==> config.mk <==
export PLATFORM = sky130hd
export DESIGN_NAME = spi_packet_tx
export DESIGN_NICKNAME = d
export VERILOG_FILES = /design/src/rtl/spi_packet_tx.sv
export SDC_FILE = /design/constraint.sdc
export NUM_CORES = 1
export LEC_CHECK = 0
export CORE_MARGIN = 4
export CORE_UTILIZATION = 54
export CTS_BUF_LIST = sky130_fd_sc_hd__clkbuf_8
export CTS_CLUSTER_SIZE = 28
export DETAILED_ROUTE_END_ITERATION = 6
export PLACE_DENSITY_LB_ADDON = 0.12
export SYNTH_ARGS = -nofsm -noshare
export SYNTH_HDL_FRONTEND = slang
export SYNTH_SLANG_ARGS = --single-unit
export TNS_END_PERCENT = 20
==> constraint.sdc <==
create_clock -name clk -period 1.8 [get_ports clk]
set_input_delay 0.45 -clock clk [delete_from_list [all_inputs] [get_ports clk]]
set_output_delay 0.45 -clock clk [all_outputs]
set_load 0.005 [all_outputs]
==> src/rtl/spi_packet_tx.sv <==
// SPI initiator: serialises one tone-generator configuration packet MSB first
// on cs/sck/sdi, framing it with cs high and a trailing CLK_DIV-cycle tail.
module spi_packet_tx #(
    parameter int NUM_TRACKS  = 1,
    parameter int PACKET_SIZE = 24,
    parameter int CLK_DIV     = 4
) (
    input  logic                              clk,
    input  logic                              reset,
    input  logic                              start,
    input  logic [PACKET_SIZE*NUM_TRACKS-1:0] packet_in,
    output logic                              busy,
    output logic                              done,
    output logic                              cs,
    output logic                              sck,
    output logic                              sdi
);

    // state | meaning
    // IDLE  | waiting for start; done pulses here for one cycle after TAIL
    // LOW   | sck low, sdi set up for the coming rising edge
    // HIGH  | sck high, receiver samples sdi on entry to this state
    // TAIL  | cs held high with sck low before cs falls and the receiver latches

    localparam int N  = PACKET_SIZE * NUM_TRACKS;
    localparam int BW = (N > 1) ? $clog2(N) : 1;
    localparam int PW = (CLK_DIV > 1) ? $clog2(CLK_DIV) : 1;

    typedef enum logic [1:0] {
        IDLE = 2'd0,
        LOW  = 2'd1,
        HIGH = 2'd2,
        TAIL = 2'd3
    } state_t;

    state_t          state_q;
    logic [N-1:0]    sreg_q;
    logic [BW-1:0]   bit_q;
    logic [PW-1:0]   phase_q;
    logic            busy_q;
    logic            done_q;
    logic            cs_q;
    logic            sck_q;
    logic            sdi_q;

    logic [N-1:0]    sreg_d;
    logic            phase_last;
    logic            bit_last;

    // Shifted copy is used so the next bit is taken from bit N-1 even when N=1.
    assign sreg_d     = sreg_q << 1;
    assign phase_last = (phase_q == PW'(CLK_DIV - 1));
    assign bit_last   = (bit_q == BW'(N - 1));

    always_ff @(posedge clk) begin
        if (!reset) begin
            state_q <= IDLE;
            sreg_q  <= '0;
            bit_q   <= '0;
            phase_q <= '0;
            busy_q  <= 1'b0;
            done_q  <= 1'b0;
            cs_q    <= 1'b0;
            sck_q   <= 1'b0;
            sdi_q   <= 1'b0;
        end else begin
            done_q <= 1'b0;
            case (state_q)
                IDLE: begin
                    if (start) begin
                        sreg_q  <= packet_in;
                        cs_q    <= 1'b1;
                        busy_q  <= 1'b1;
                        sck_q   <= 1'b0;
                        sdi_q   <= packet_in[N-1];
                        bit_q   <= '0;
                        phase_q <= '0;
                        state_q <= LOW;
                    end
                end
                LOW: begin
                    if (phase_last) begin
                        sck_q   <= 1'b1;
                        phase_q <= '0;
                        state_q <= HIGH;
                    end else begin
                        phase_q <= phase_q + 1'b1;
                    end
                end
                HIGH: begin
                    if (phase_last) begin
                        sck_q   <= 1'b0;
                        phase_q <= '0;
                        if (!bit_last) begin
                            sreg_q  <= sreg_d;
                            sdi_q   <= sreg_d[N-1];
                            bit_q   <= bit_q + 1'b1;
                            state_q <= LOW;
                        end else begin
                            sdi_q   <= 1'b0;
                            state_q <= TAIL;
                        end
                    end else begin
                        phase_q <= phase_q + 1'b1;
                    end
                end
                TAIL: begin
                    if (phase_last) begin
                        cs_q    <= 1'b0;
                        busy_q  <= 1'b0;
                        done_q  <= 1'b1;
                        phase_q <= '0;
                        state_q <= IDLE;
                    end else begin
                        phase_q <= phase_q + 1'b1;
                    end
                end
                default: state_q <= IDLE;
            endcase
        end
    end

    assign busy = busy_q;
    assign done = done_q;
    assign cs   = cs_q;
    assign sck  = sck_q;
    assign sdi  = sdi_q;

endmodule
## Word level (Yosys, flattened, before mapping)

Index checks and enable logic that the tools add are counted.

| cells by class | value |
|---|---|
| $add $sub $neg | 2 |
| eq/ne operators | 10 |
| mux-type cells | 28 |
| reductions and logical operators | 11 |

Operators with widths:

| cell | number |
|---|---|
| $mux W23 | 3 |
| $pmux W23 S2 | 1 |
| $mux W5 | 3 |
| $mux W2 | 7 |
| $reduce_and A4 Y1 | 3 |
| $ne A2 B2 Y1 const B | 5 |
| $pmux W5 S2 | 1 |
| $mux W1 | 8 |
| $pmux W2 S4 | 1 |
| $eq A2 B2 Y1 const B | 3 |
| $reduce_and A3 Y1 | 2 |
| $add A5 B1 Y5 const B | 1 |
| $eq A5 B5 Y1 const B | 1 |
| $pmux W1 S2 | 2 |
| $pmux W2 S2 | 1 |
| $reduce_bool A2 Y1 | 2 |
| $pmux W1 S3 | 1 |
| $reduce_bool A3 Y1 | 1 |
| $reduce_or A3 Y1 | 1 |
| $add A2 B1 Y2 const B | 1 |
| $eq A2 B1 Y1 const B | 1 |
| $logic_not A2 Y1 | 1 |
| $reduce_and A2 Y1 | 1 |

| word-level totals | value |
|---|---|
| register bits | 36 |
| input port bits | 27 |
| output and inout port bits | 5 |
| word-level logic and storage cells | 59 |

## Logic depth before layout (Yosys ltp)

Gate-level depths: netlist of run 1.

| depth | value |
|---|---|
| depth after elaboration | 4 |
| mapped depth | 7 |
| mapped depth without buffers | 5 |

## Worst setup path after synthesis of run 1

Ideal clock, no wire load.

| timing path | value |
|---|---|
| kind | reg2reg |
| from | reg bit_q[0] |
| to | reg sreg_q[12] |
| library setup time | 147 ps |
| arrival | 1,473 ps |
| required time | 1,653 ps |
| slack | 180 ps |
| cell stages (with the launch flop) | 7 |
| path buffers | 2 |
| period minus slack after synthesis | 1,620 ps |
| cells stage by stage | dfxtp_1 ha_1 and4b_1 a221oi_4 buf_6 buf_6 a311oi_2 |

| between the ends | value |
|---|---|
| cells in the longest elaborated chain, start to end | 3 |

Ends and longest elaborated chain:

| what | RTL line | source |
|---|---|---|
| start: declaration | 38 | `logic [BW-1:0] bit_q;` |
| start signal: assignment | 97 | `bit_q <= bit_q + 1'b1;` |
| $eq A5 B5 Y1 | 53 | `assign bit_last = (bit_q == BW'(N - 1));` |
| $ne A2 B2 Y1 (no line) | -- |  |
| $reduce_and A4 Y1 (no line) | -- |  |
| end signal: assignment | 71 | `sreg_q <= packet_in;` |
| end signal: assignment | 95 | `sreg_q <= sreg_d;` |
| end: declaration | 37 | `logic [N-1:0] sreg_q;` |

No other way between the ends.
A chain may end at the register's enable or synchronous reset.

## Worst setup path in the final report of run 1

| timing path | value |
|---|---|
| from | reg bit_q[0] |
| to | reg sreg_q[11] |

Same word-level chain as after synthesis.

==> results.json, run 1 <==
{
  "busiest_layer": "met2",
  "yosysUniqueCellTypes": 29,
  "cp_slowest_cell": "dfxtp_2",
  "clock-sinks": 36,
  "grt_pass1_wl_um": 7486,
  "clk_pin_slew_ns": 0.08,
  "clockRootBuffer": "clkbuf_8",
  "drive_above_1_share": 0.2636,
  "gr-usage-met3": 0.05612,
  "drc_errors": 0,
  "power_mw": 1.871,
  "synthFlopType": "dfxtp_1",
  "maxSlewViolCount": 0,
  "dp_slack_ns": -0.2933,
  "synth_commonest_cells": "nand2_1 (50), dfxtp_1 (36), nor2_1 (29), a311oi_2 (22), a21oi_1 (10)",
  "rsz0062_at_grt": "yes",
  "overflow": 0,
  "power_density_nw_per_um2": 743.1,
  "holdWs_ns": 0.4759,
  "floorplan.die_area_um2": 4388,
  "die_h_um": 66.24,
  "grt_use_met2": 0.3755,
  "cts_buffers": 5,
  "core_region_area_um2": 3153,
  "relSlewSlack": 0.7233,
  "cts_tree": "done",
  "crit_chain": "ha_4 -> and4b_2 -> a221oi_4 -> buf_6 -> clkbuf_16 -> nor2_1 -> a311oi_2",
  "synth-seq-cells": 36,
  "fmax_ghz": 0.5691,
  "synth.avg_cell_area_um2": 8.723,
  "wirelength_um": 5045,
  "syn_inst": 210,
  "synthesis.nets": 240,
  "num-nets-final": 287,
  "detail-route-antenna-nets": 0,
  "skew_ns": 0.008971,
  "crit_required_ns": 2.00,
  "worst-path-buf-inv": 2,
  "setup_tns_ns": 0,
  "synth.most_common_cell": "nand2_1",
  "finalHoldViolations": 0,
  "netlist.area_leader.share": 0.3934,
  "final_cells": 302,
  "min_path_type": "flop to flop",
  "wire_per_inst_um": 16.71,
  "final_cell_area_um2": 2517,
  "synthArstFlopShare": 0,
  "routed-via-count": 1795,
  "syn_area_um2": 1832,
  "finalSetupViolCount": 0,
  "clkLatencyLatePin_ns": 0.29,
  "cpPeakStageDelay_ns": 0.35,
  "start_util": 0.5810,
  "end_kind": "flop",
  "ys_seq_area_frac": 0.3934,
  "synthToLayoutAreaGrowth_pct": 37.43,
  "fin_crit_sh": 0.9763,
  "globalRouteMet1Util": 0.2505,
  "n_antenna_cell": 0,
  "worstSetupStartpointType": "flop",
  "synth_area_leaders": "dfxtp_1 (39%), a311oi_2 (18%), nand2_1 (10%)",
  "place_area_um2": 2260,
  "die_w_um": 66.24,
  "clockBufferDepth": 2,
  "cp_top_family": "compound AO/OA/AOI/OAI gates",
  "via_per_inst": 5.944,
  "critPathMaxFanout": 6,
  "rows": 20,
  "fin_util": 0.7984,
  "synth_area_leader_cell": "dfxtp_1",
  "crit_type": "flop to flop",
  "nFillCells": 218,
  "htree_levels": 2,
  "min_period_ns": 1.757,
  "hold_buffers": 0,
  "worst_slew_pin_slew_ns": 0.4145,
  "drt_iter0_drc": 127,
  "place_hpwl_um": 2946,
  "power_leakage_nw": 0.9736,
  "synth_warnings": 0,
  "setup_ws_ns": 0.04272,
  "boundaryPins": 32,
  "outcome": "finished clean",
  "grt_max_degree": 32,
  "place_inst": 286,
  "port_buffers": 31,
  "antenna_found_initial": 0,
  "track_usage": 0.2235,
  "ir_drop_v": 0.0005847,
  "dr.pass1.iters": 4,
  "cap_violations": 0,
  "grt_pass1_vias": 1727,
  "place_congestion": 0.8566,
  "synth_edf_count": 0,
  "crit_arrival_ns": 1.96
}
==> power by group <==
part	internal [mW]	leakage, nW	switching, mW
combinational	0.215	0.622	0.167
clock	0.301	0.0538	0.296
sequential	0.852	0.298	0.0400
total	1.37	0.974	0.502
==> cell families (layout without fill, tap and decap cells) <==
group / count (synthesis) / count (layout) / synth area share
AO/OA/AOI/OAI: 46 / 46 / 0.2623
adder cells (fa/ha/maj): 3 / 3 / 0.02049
buffers and inverters: 22 / 70 / 0.07240
flip-flops: 36 / 36 / 0.3934
multiplexers: 2 / 2 / 0.01161
AND/OR/NAND/NOR: 101 / 101 / 0.2398
==> placed cells by master (no fill, tap or decap), drive strengths merged, types with 2 or more instances in the layout <==
cell / count
a21oi: 10
a311oi: 22
a31oi: 2
buf: 24
clkbuf: 9
clkdlybuf4s50: 30
dfxtp: 36
ha: 3
inv: 6
nand2: 50
nand2b: 4
nand3: 5
nand4: 2
nor2: 32
nor3: 3
o21ai: 9
==> cell type report <==
class / count / area, um^2 / area share
Clock inverter: 2 / 7.507 / 0.002982
Multi-Input combinational cell: 152 / 994.7 / 0.3951
Clock buffer: 6 / 82.58 / 0.03280
Tap cell: 44 / 55.05 / 0.02187
Inverter: 4 / 15.01 / 0.005964
Sequential cell: 36 / 725.7 / 0.2883
Timing Repair Buffer: 58 / 636.9 / 0.2530
==> metal layers <==
metal	vias up	share of wire
met5	-	0
met4	0	0.028
met3	20	0.067
met2	79	0.51
met1	867	0.39
li1	829	-
==> path summary, 6_finish.rpt <==
path	from	end	slack, ns	cells after the start
worst max-delay path	bit_q[0]	sreg_q[11]	0.04	7
worst min-delay path	sdi	sdi	0.48	2
worst max register to register	bit_q[0]	sreg_q[11]	0.04	7
worst min register to register	sdi	sdi	0.48	2
==> sequential cells by signal (all words and copies together), names as in the netlist <==
name,cells
bit_q,5
cs,1
done,1
phase_q,2
sck,1
sdi,1
sreg_q,23
state_q,2
==> what timing repair did <==
item                                   in CTS  in global routing
resized for setup                           1                 12
buffers inserted                            2                  1
cloned                                      1                  4
pin swaps                                   1                  9
setup endpoints to repair                   2                 25
endpoints found under the hold margin       0                  0
==> tightest hold or removal path: stages, from the launching register on <==
cell     delay, ns
dfxtp_1       0.32
nand2_1       0.05
o21ai_0       0.06
No activity file was read; power rests on OpenSTA's default activity.
==> run 2, diff against run 1 <==
==> constraint.sdc (replaced) <==
create_clock -name clk -period 1.8 [get_ports clk]
set_input_delay 0.36 -clock clk [delete_from_list [all_inputs] [get_ports clk]]
set_output_delay 0.36 -clock clk [all_outputs]
set_load 0.005 [all_outputs]
==> results.json, run 2 (synthesis results as in run 1) <==
{
  "outcome": "finished clean",
  "drt_iter0_drc": 170,
  "track_usage": 0.2113,
  "floorplan.die_area_um2": 4388,
  "routed-via-count": 1702,
  "top_register": "sreg_q",
  "crit_chain": "ha_2 -> nand2_1 -> a221oi_4 -> buf_12 -> clkbuf_16 -> nor2_1 -> a311oi_2",
  "cpPeakStageDelay_ns": 0.36,
  "layout_commonest_cell": "nand2_1",
  "largestRegisters": "sreg_q x23, bit_q x5",
  "fin_crit_sh": 0.9824,
  "crit_type": "flop to flop",
  "worstSetupStartpointType": "flop",
  "n_antenna_cell": 0,
  "start_util": 0.5810,
  "overflow": 0,
  "dr.pass1.iters": 4,
  "place_congestion": 0.8567,
  "wire_per_inst_um": 15.86,
  "holdWs_ns": 0.4777,
  "end_kind": "flop",
  "port_buffers": 31,
  "mostFrequentLayoutCells": "nand2_1 (50), dfxtp_1 (33), clkdlybuf4s50_1 (31)",
  "maxSlewViolCount": 0,
  "drive_above_1_share": 0.2431,
  "synthToLayoutAreaGrowth_pct": 33.47,
  "min_path_type": "flop to flop",
  "worst-path-buf-inv": 2,
  "ir_drop_v": 0.0004591,
  "die_h_um": 66.24,
  "clockBufferDepth": 2,
  "crit_required_ns": 2.00,
  "core_region_area_um2": 3153,
  "htree_levels": 2,
  "boundaryPins": 32,
  "cts_buffers": 5,
  "detail-route-antenna-nets": 0,
  "rows": 20,
  "grt_max_degree": 45,
  "cap_violations": 0,
  "crit_arrival_ns": 1.96,
  "fin_util": 0.7754,
  "power_leakage_nw": 0.9398,
  "skew_ns": 0.006177,
  "grt_pass1_vias": 1636,
  "relSlewSlack": 0.6886,
  "worst_slew_pin_slew_ns": 0.4665,
  "cp_slowest_cell": "dfxtp_2",
  "finalSetupViolCount": 0,
  "cp_top_family": "compound AO/OA/AOI/OAI gates",
  "die_w_um": 66.24,
  "largest_reg_flops": 23,
  "antenna_found_initial": 0,
  "place_hpwl_um": 2960,
  "via_per_inst": 5.692,
  "clkLatencyLatePin_ns": 0.29,
  "clock-sinks": 36,
  "num-nets-final": 284,
  "min_period_ns": 1.768,
  "clockRootBuffer": "clkbuf_8",
  "clk_pin_slew_ns": 0.07,
  "final_cells": 299,
  "fmax_ghz": 0.5655,
  "drc_errors": 0,
  "critPathMaxFanout": 11,
  "finalHoldViolations": 0,
  "setup_tns_ns": 0,
  "wirelength_um": 4742,
  "grt_pass1_wl_um": 7155,
  "place_inst": 286,
  "power_density_nw_per_um2": 750.8,
  "cts_tree": "done"
}
run 2: power breakdown:
part	switching [mW]	internal [mW]	leakage, nW
Sequential	0.0404	0.852	0.298
Clock	0.286	0.301	0.0538
Combinational	0.156	0.200	0.588
Total	0.482	1.35	0.940
run 2: worst reg2reg max path: stages, from the launching register on:
cell       delay, ns
dfxtp_2         0.36
ha_2            0.22
nand2_1         0.12
a221oi_4        0.35
buf_12          0.16
clkbuf_16       0.16
nor2_1          0.06
a311oi_2        0.24
run 2: cell type report:
type / instances / area (um^2)
clock inverters: 2 / 7.507
well taps: 44 / 55.05
flip-flops and latches: 36 / 724.4
clock buffers: 6 / 82.58
fillers: 240 / 708.2
inverters: 4 / 15.01
multi-input cells: 152 / 980.9
repair buffers: 55 / 579.3
run 2: path summary, 6_finish.rpt:
| path | start | cells past startpoint | endpoint | slack, ns |
|---|---|---|---|---|
| worst max-delay path | phase_q[0] | 7 | sreg_q[11] | 0.03 |
| worst min-delay path | sdi | 2 | sdi | 0.48 |
| worst max register to register | phase_q[0] | 7 | sreg_q[11] | 0.03 |
| worst min register to register | sdi | 2 | sdi | 0.48 |
run 2: what timing repair did:
| action | in CTS | in global routing |
|---|---|---|
| resized for setup | 0 | 4 |
| endpoints found under the setup margin | 0 | 24 |
| setup buffers | 0 | 2 |
| endpoints found under the hold margin | 0 | 0 |
| hold buffers | 0 | 0 |
run 2: metrics by stage:
stage	setup slack, ns	total power, mW	cell area (um^2)
2_1_floorplan	0.1804	1.094	1832
3_3_place_gp	-0.1218	1.200	2260
3_5_place_dp	-0.2049	1.220	2260
4_1_cts	0.01420	1.796	2350
5_1_grt	-0.04547	1.915	2445
6_report	0.03175	1.836	2445
run 2: per-layer routing:
metal	part of all wire	up-vias	GRT usage
met5	0	-	0
met4	0.021	0	0.07614
met3	0.068	10	0.05272
met2	0.50	66	0.3594
met1	0.41	808	0.2549
li1	-	818	-
